===== src/rtl/time_core.sv =====
// ============================================================================
// Module   : time_core
// Function : BCD time-of-day counter (24h or 12h+PM) advanced by a slow tick,
//            with a set mode for adjusting minutes and hours.
// Revision : 1.0  initial release
// ============================================================================
`default_nettype none

module time_core #(
    parameter int TWELVE_HOUR = 0,
    parameter int SYNC_STAGES = 2
) (
    input  logic       clk,
    input  logic       reset,
    input  logic       tick_in,
    input  logic       set_mode,
    input  logic       inc_min,
    input  logic       inc_hour,
    output logic [7:0] secs_bcd,
    output logic [7:0] mins_bcd,
    output logic [7:0] hours_bcd,
    output logic       pm,
    output logic       sec_pulse
);

    typedef enum logic [0:0] {
        RUN = 1'b0,
        SET = 1'b1
    } state_t;

    localparam logic [7:0] c_hours_rst = (TWELVE_HOUR != 0) ? 8'h12 : 8'h00;

    state_t                 state_q, state_d;
    logic [SYNC_STAGES-1:0] sync_q;
    logic [SYNC_STAGES:0]   valid_q;
    logic                   edge_q;
    logic                   tick_q, tick_d;
    logic [7:0]             secs_q, secs_d;
    logic [7:0]             mins_q, mins_d;
    logic [7:0]             hours_q, hours_d;
    logic                   pm_q, pm_d;
    logic                   pulse_q, pulse_d;

    function automatic logic [7:0] inc60(input logic [7:0] v);
        if (v[3:0] == 4'd9) begin
            if (v[7:4] == 4'd5) return 8'h00;
            return {v[7:4] + 4'd1, 4'd0};
        end
        return {v[7:4], v[3:0] + 4'd1};
    endfunction

    function automatic logic [7:0] inc_hr(input logic [7:0] v);
        if (TWELVE_HOUR != 0) begin
            if (v == 8'h12) return 8'h01;
        end else if (v == 8'h23) begin
            return 8'h00;
        end
        if (v[3:0] == 4'd9) return {v[7:4] + 4'd1, 4'd0};
        return {v[7:4], v[3:0] + 4'd1};
    endfunction

    // valid_q marks which edge-detector stages hold post-reset samples, so a
    // tick_in already high at reset release never looks like a rising edge.
    assign tick_d = sync_q[SYNC_STAGES-1] & ~edge_q & valid_q[SYNC_STAGES];

    always_comb begin
        state_d = set_mode ? SET : RUN;
        secs_d  = secs_q;
        mins_d  = mins_q;
        hours_d = hours_q;
        pm_d    = pm_q;
        pulse_d = 1'b0;
        if (set_mode) begin
            // Seconds clear on SET entry and stay cleared for the whole set.
            secs_d = 8'h00;
            if (inc_min) mins_d = inc60(mins_q);
            if (inc_hour) begin
                hours_d = inc_hr(hours_q);
                if ((TWELVE_HOUR != 0) && (hours_q == 8'h11)) pm_d = ~pm_q;
            end
        end else if ((state_q == RUN) && tick_q) begin
            pulse_d = 1'b1;
            secs_d  = inc60(secs_q);
            if (secs_q == 8'h59) begin
                mins_d = inc60(mins_q);
                if (mins_q == 8'h59) begin
                    hours_d = inc_hr(hours_q);
                    if ((TWELVE_HOUR != 0) && (hours_q == 8'h11)) pm_d = ~pm_q;
                end
            end
        end
    end

    always_ff @(posedge clk or posedge reset) begin
        if (reset) begin
            state_q <= RUN;
            sync_q  <= '0;
            valid_q <= '0;
            edge_q  <= 1'b0;
            tick_q  <= 1'b0;
            secs_q  <= 8'h00;
            mins_q  <= 8'h00;
            hours_q <= c_hours_rst;
            pm_q    <= 1'b0;
            pulse_q <= 1'b0;
        end else begin
            state_q <= state_d;
            sync_q  <= {sync_q[SYNC_STAGES-2:0], tick_in};
            valid_q <= {valid_q[SYNC_STAGES-1:0], 1'b1};
            edge_q  <= sync_q[SYNC_STAGES-1];
            tick_q  <= tick_d;
            secs_q  <= secs_d;
            mins_q  <= mins_d;
            hours_q <= hours_d;
            pm_q    <= pm_d;
            pulse_q <= pulse_d;
        end
    end

    assign secs_bcd  = secs_q;
    assign mins_bcd  = mins_q;
    assign hours_bcd = hours_q;
    assign pm        = pm_q;
    assign sec_pulse = pulse_q;

endmodule

`default_nettype wire

===== config.mk =====
export PLATFORM = sky130hd
export DESIGN_NAME = time_core
export DESIGN_NICKNAME = d
export VERILOG_FILES = /design/src/rtl/time_core.sv
export SDC_FILE = /design/constraint.sdc
export NUM_CORES = 1
export LEC_CHECK = 0
export ABC_CLOCK_PERIOD_IN_PS = 3100
export BUFFER_PORTS_ARGS = -buffer_cell sky130_fd_sc_hd__buf_2
export CORE_AREA = 4 4 60 62
export DETAILED_ROUTE_END_ITERATION = 10
export DIE_AREA = 0 0 64 66
export GPL_ROUTABILITY_DRIVEN = 0
export MAX_ROUTING_LAYER = met4
export PLACE_DENSITY = 0.77
export SETUP_SLACK_MARGIN = 0.2
export SLEW_MARGIN = 20
export SYNTH_ARGS = -nofsm -noshare
export SYNTH_HDL_FRONTEND = slang
export SYNTH_SLANG_ARGS = --single-unit

===== constraint.sdc =====
create_clock -name clk -period 3.1 [get_ports clk]
set_input_delay 0.465 -clock clk [delete_from_list [all_inputs] [get_ports clk]]
set_output_delay 0.465 -clock clk [all_outputs]
set_load 0.03 [all_outputs]

# --- After elaboration in Yosys (flattened, before gate mapping) ---
# Cells that the tools add are included.
word_totals:
  ff_bits: 33
op_classes:
  add_sub_neg: 6
  eq_ne: 12
  mux: 67
  n_bitwise: 4
  n_reduce_logical: 12
op_table:
  columns: ["cell", "count"]
  rows:
  - ["8-bit 2-to-1 mux", 28]
  - ["1-bit 2-to-1 mux", 39]
  - ["4-bit by 1-bit adder with 4-bit output (second input constant)", 6]
  - ["8-bit by 7-bit equality test with 1-bit output (second input constant)", 2]
  - ["4-bit equality test (second input constant)", 3]
  - ["2-bit nonzero test", 5]
  - ["4-bit by 3-bit equality test with 1-bit output (second input constant)", 2]
  - ["8-bit by 6-bit equality test with 1-bit output (second input constant)", 1]
  - ["2-bit by 1-bit inequality test with 1-bit output (second input constant)", 3]
  - ["6-bit AND reduction", 1]
  - ["5-bit AND reduction", 1]
  - ["4-bit AND reduction", 1]
  - ["3-bit by 1-bit inequality test with 1-bit output (second input constant)", 1]
  - ["3-bit AND reduction", 1]
  - ["3-bit nonzero test", 1]
  - ["1-bit AND", 2]
  - ["1-bit inverter", 2]
  - ["2-bit AND reduction", 1]
  - ["1-bit logical AND", 1]

# --- Depth between registers and ports, before layout ---
logic_depth:
  word_depth: 17
  ltp_mapped: 8
  ltp_nobuf: 7

# --- Least setup slack after synthesis ---
# Ideal clock, no wire load.
synth_timing:
  kind: "register to register"
  start: "register secs_q[0] (netlist: secs_bcd[0])"
  end: "register mins_q[4] (netlist: mins_bcd[4])"
  setup_ns: 0.066
  t_arrival_ns: 1.874
  required_time_ns: 3.034
  path_slack_ns: 1.160
  stages_incl_launch_ff: 7
  n_path_buf: 0
  synth_period_minus_slack_ns: 1.940
  cell_sequence: "dfrtp_1 ha_1 nand3b_2 o41ai_4 nand2_2 or3_1 nand2_1"
synth_via:
  elab_chain_len: 3
synth_rtl:
  columns: ["item", "line_no", "text"]
  rows:
  - ["start: declaration", "38", "logic [7:0] secs_q, secs_d;"]
  - ["start signal: assignment", "112", "secs_q <= secs_d;"]
  - ["8-bit by 7-bit equality test with 1-bit output", "84", "if (secs_q == 8'h59) begin"]
  - ["2-bit nonzero test (no source line)", null, null]
  - ["5-bit AND reduction (no source line)", null, null]
  - ["end signal: assignment", "113", "mins_q <= mins_d;"]
  - ["end: declaration", "39", "logic [7:0] mins_q, mins_d;"]
# Every way passes these cells.
# A chain may end at the register's enable or synchronous reset.

# --- Worst setup path in the final report ---
layout_timing:
  start: "register secs_q[4] (netlist: secs_bcd[4])"
  end: "register hours_q[4] (netlist: hours_bcd[4])"
layout_via:
  elab_chain_len: 3
layout_rtl:
  columns: ["item", "line_no", "text"]
  rows:
  - ["8-bit by 7-bit equality test with 1-bit output", "84", null]
  - ["2-bit nonzero test (no source line)", null, null]
  - ["6-bit AND reduction (no source line)", null, null]
  - ["end signal: assignment", "103", "hours_q <= c_hours_rst;"]
  - ["end signal: assignment", "114", "hours_q <= hours_d;"]
  - ["end: declaration", "40", "logic [7:0] hours_q, hours_d;"]
# Every way passes these cells.

==> results.md <==
- Post-synthesis simple-gate area fraction: 0.227
- Post-synthesis xor/xnor area fraction: 0.0215
- Num ports: 32
- Hold Crit Class: in2async
- Setup Fix Bufs, Post-CTS: 0
- Critical Path AT: approximately 2500 ps
- Sw frac: 0.437
- WL final: between 3 and 4 mm
- Residual DRC count: 0
- FP Rows: 20
- Worst skew pair latency: about 340 ps
- CTS sink cnt: 33
- RSZ-0062 raised after global routing: no
- Root buffer cell: clkbuf_4
- Initial antenna violation count: 0
- Synth area leaders: dfrtp_1 (51%), ha_1 (7.7%), o21ai_0 (4.0%)
- Final period utilization: 0.732
- Peak supply drop: roughly 0.44 mV
- YS warnings: 0
- Sequential power share: 0.463
- Core Box Area: slightly above 3000 sq um
- Clk pwr share: 0.175
- Reg2reg start: secs_bcd[4]
- Logic pwr share: 0.362
- Number of vias per cell: between 5 and 6
- Final core utilization: 0.617
- Antenna Cells: 0
- # setup viols final: 0
- Post-Syn Nets: around 170
- R2R depth: 6
- Leak Pwr: about 0.9 nW
- Power per cell area: between 700 and 800 nW/um^2
- # hold bufs at CTS: 0
- Switching Power: about 0.60 mW
- Crit end category: flop
- Max-Slew Margin vs Limit: 0.373
- CP startpoint: secs_bcd[4]
- IO Port Bufs: 30
- Max Cap Viol: 0
- Post-synthesis mux area share: 0.00692
- DP HPWL: 2.27 mm
- Final hold vios: 0
- Initial Util: 0.537
- Kind of critical path: reg2reg
- CTS tree: done
- DIE AREA: 4220 sq um
- Total global routing track utilization: 0.174
- Post-Syn Area per Cell: ~10 sq um
- Fmax: approximately 440 MHz
- Via count: between 1000 and 1500
- CTS resizes: 0
- Number of synthesized register bits: 33
- Inserted Clock Buffers: 5
- Synth Area in Compound Gates: 0.117
- Top FF cell, synth: dfrtp_1
- Layout cell share with drive strength beyond 1: 0.259
- Fillers: roughly 260
- H-tree Lvls: 2
- Syn-to-layout area delta: 14.8%
- Routed Antenna Nets: 0
- Vias in the first global route: ~1200
- Most common cell after layout, fill and taps aside: dfrtp_1
- Worst-path fanout max: 12
- Setup TNS: 0 ps
- Status: finished clean
- Fin. max-slew vios: 0
- Unique masters post-synth: a little over 40
- Largest area contributor in the netlist: dfrtp_1
- Critical Path Start Type: flop
- Cells after synthesis: 155
- Die width: ~64 um
- Post-synth EDFFs: 0
- Post-Synth Adder-Cell Area: 0.0769
- NumNets Final: ~200
- Cell Area, Synth: roughly 1600 sq um
- Async set or reset register ratio after synthesis: 1.00
- Gr ovfl total: 0
- Required time worst endpoint: ~3300 ps
- Die extent in y: 66 um
- Largest family of logic cells by synthesized area: simple AND/OR/NAND/NOR gates
- Sequential share of the synthesized area: 0.508
- First-pass GRT wire length: roughly 5.4 mm
- Skew final: between 6 and 7 ps
- Pint: just under 0.8 mW
- Most frequent cells in the layout: dfrtp_1 (33), buf_2 (30), nand2_1 (17)
- Crit path time final: about 2300 ps
- Worst slew pin tran: ~940 ps
- CTS max path bufs: 2
- Largest net degree at the start of global routing: 34
- First-pass DRT Iterations: 4
- Clock transition at the registers of the reported paths: ~110 ps
- Detailed Route Iter0 Violations: 76
- Wire per inst: around 13 um
- Top cell type's share of synthesized area: 0.508
cell families after synthesis:
| family | count (synthesis) |
|---|---|
| XOR/XNOR | 4 |
| other | 2 |
| multiplexers | 1 |
| AO/OA/AOI/OAI | 28 |
| adder cells (fa/ha/maj) | 10 |
| AND/OR/NAND/NOR | 64 |
| flip-flops | 33 |
| buffers and inverters | 13 |
power by group through the flow:
| stage | registers (mW) | logic, mW | clock network, mW |
|---|---|---|---|
| after floorplan | 0.798 | 0.203 | 0 |
| after global placement | 0.638 | 0.491 | 0 |
| after detailed placement | 0.649 | 0.507 | 0 |
| after CTS | 0.642 | 0.508 | 0.254 |
| after global routing | 0.667 | 0.562 | 0.276 |
| final | 0.641 | 0.502 | 0.242 |
worst max-delay path: stages (launching register included):
cell and delay (ps):
dfrtp_1 450, ha_1 220, nand3b_1 220, nor4_2 60, a32oi_1 770, nor2_1 140, mux2_2 290
worst paths after layout:
kind / end / slack, ps
max: hours_bcd[4] / 830
max in group asynchronous: mins_bcd[2] / 2630
min in group clk: sync_q[0] / 220
max reg2reg: hours_bcd[4] / 830
min reg2reg: sync_q[1] / 370
min: secs_bcd[4] / 180
metrics by stage:
stage	instance area, sq um	hold WS [ps]	total power, mW	setup WS (ps)	instances
2_1_floorplan	1630	331	1.00	1160	155
3_3_place_gp	1810	333	1.13	972	225
3_5_place_dp	1810	346	1.16	821	225
4_1_cts	1870	180	1.40	812	233
5_1_grt	1870	188	1.50	638	233
6_report	1870	181	1.39	831	233
area by class of cell:
class / instances / area [sq um] / share of cell area
timing repair buffer: 31 / 158 / 0.0845
sequential: 33 / 826 / 0.442
tap: 44 / 55.1 / 0.0295
multi-input combinational: 109 / 738 / 0.395
clock buffer: 5 / 37.5 / 0.0201
inverter: 8 / 30.0 / 0.0161
clock inverter: 3 / 22.5 / 0.0121
synth_stat cells (2+ instances only):
cell	count
or3_1	3
a21oi_1	5
dfrtp_1	33
o31ai_1	3
inv_1	8
and3b_1	2
nor2b_1	3
o21ai_0	13
nand3_1	8
nor2_1	9
nand2_2	2
ha_1	10
xor2_1	3
nor3_1	4
o41ai_1	2
conb_1	2
buf_2	2
nand2_1	17
nand3b_1	4
state kept, by name (all words and copies together) (netlist names):
signal / cells
edge_q: 1
hours_bcd: 8
mins_bcd: 8
sec_pulse: 1
secs_bcd: 8
state_q: 1
sync_q: 2
tick_q: 1
valid_q: 3
metal layers:
| metal | track usage | up-vias | part of all wire |
|---|---|---|---|
| li1 | - | 598 | - |
| met1 | 0.204 | 597 | 0.44 |
| met2 | 0.275 | 28 | 0.49 |
| met3 | 0.0544 | 6 | 0.050 |
| met4 | 0.0809 | 0 | 0.021 |
| met5 | - | - | 0 |
(Power assumes the default switching activity.)
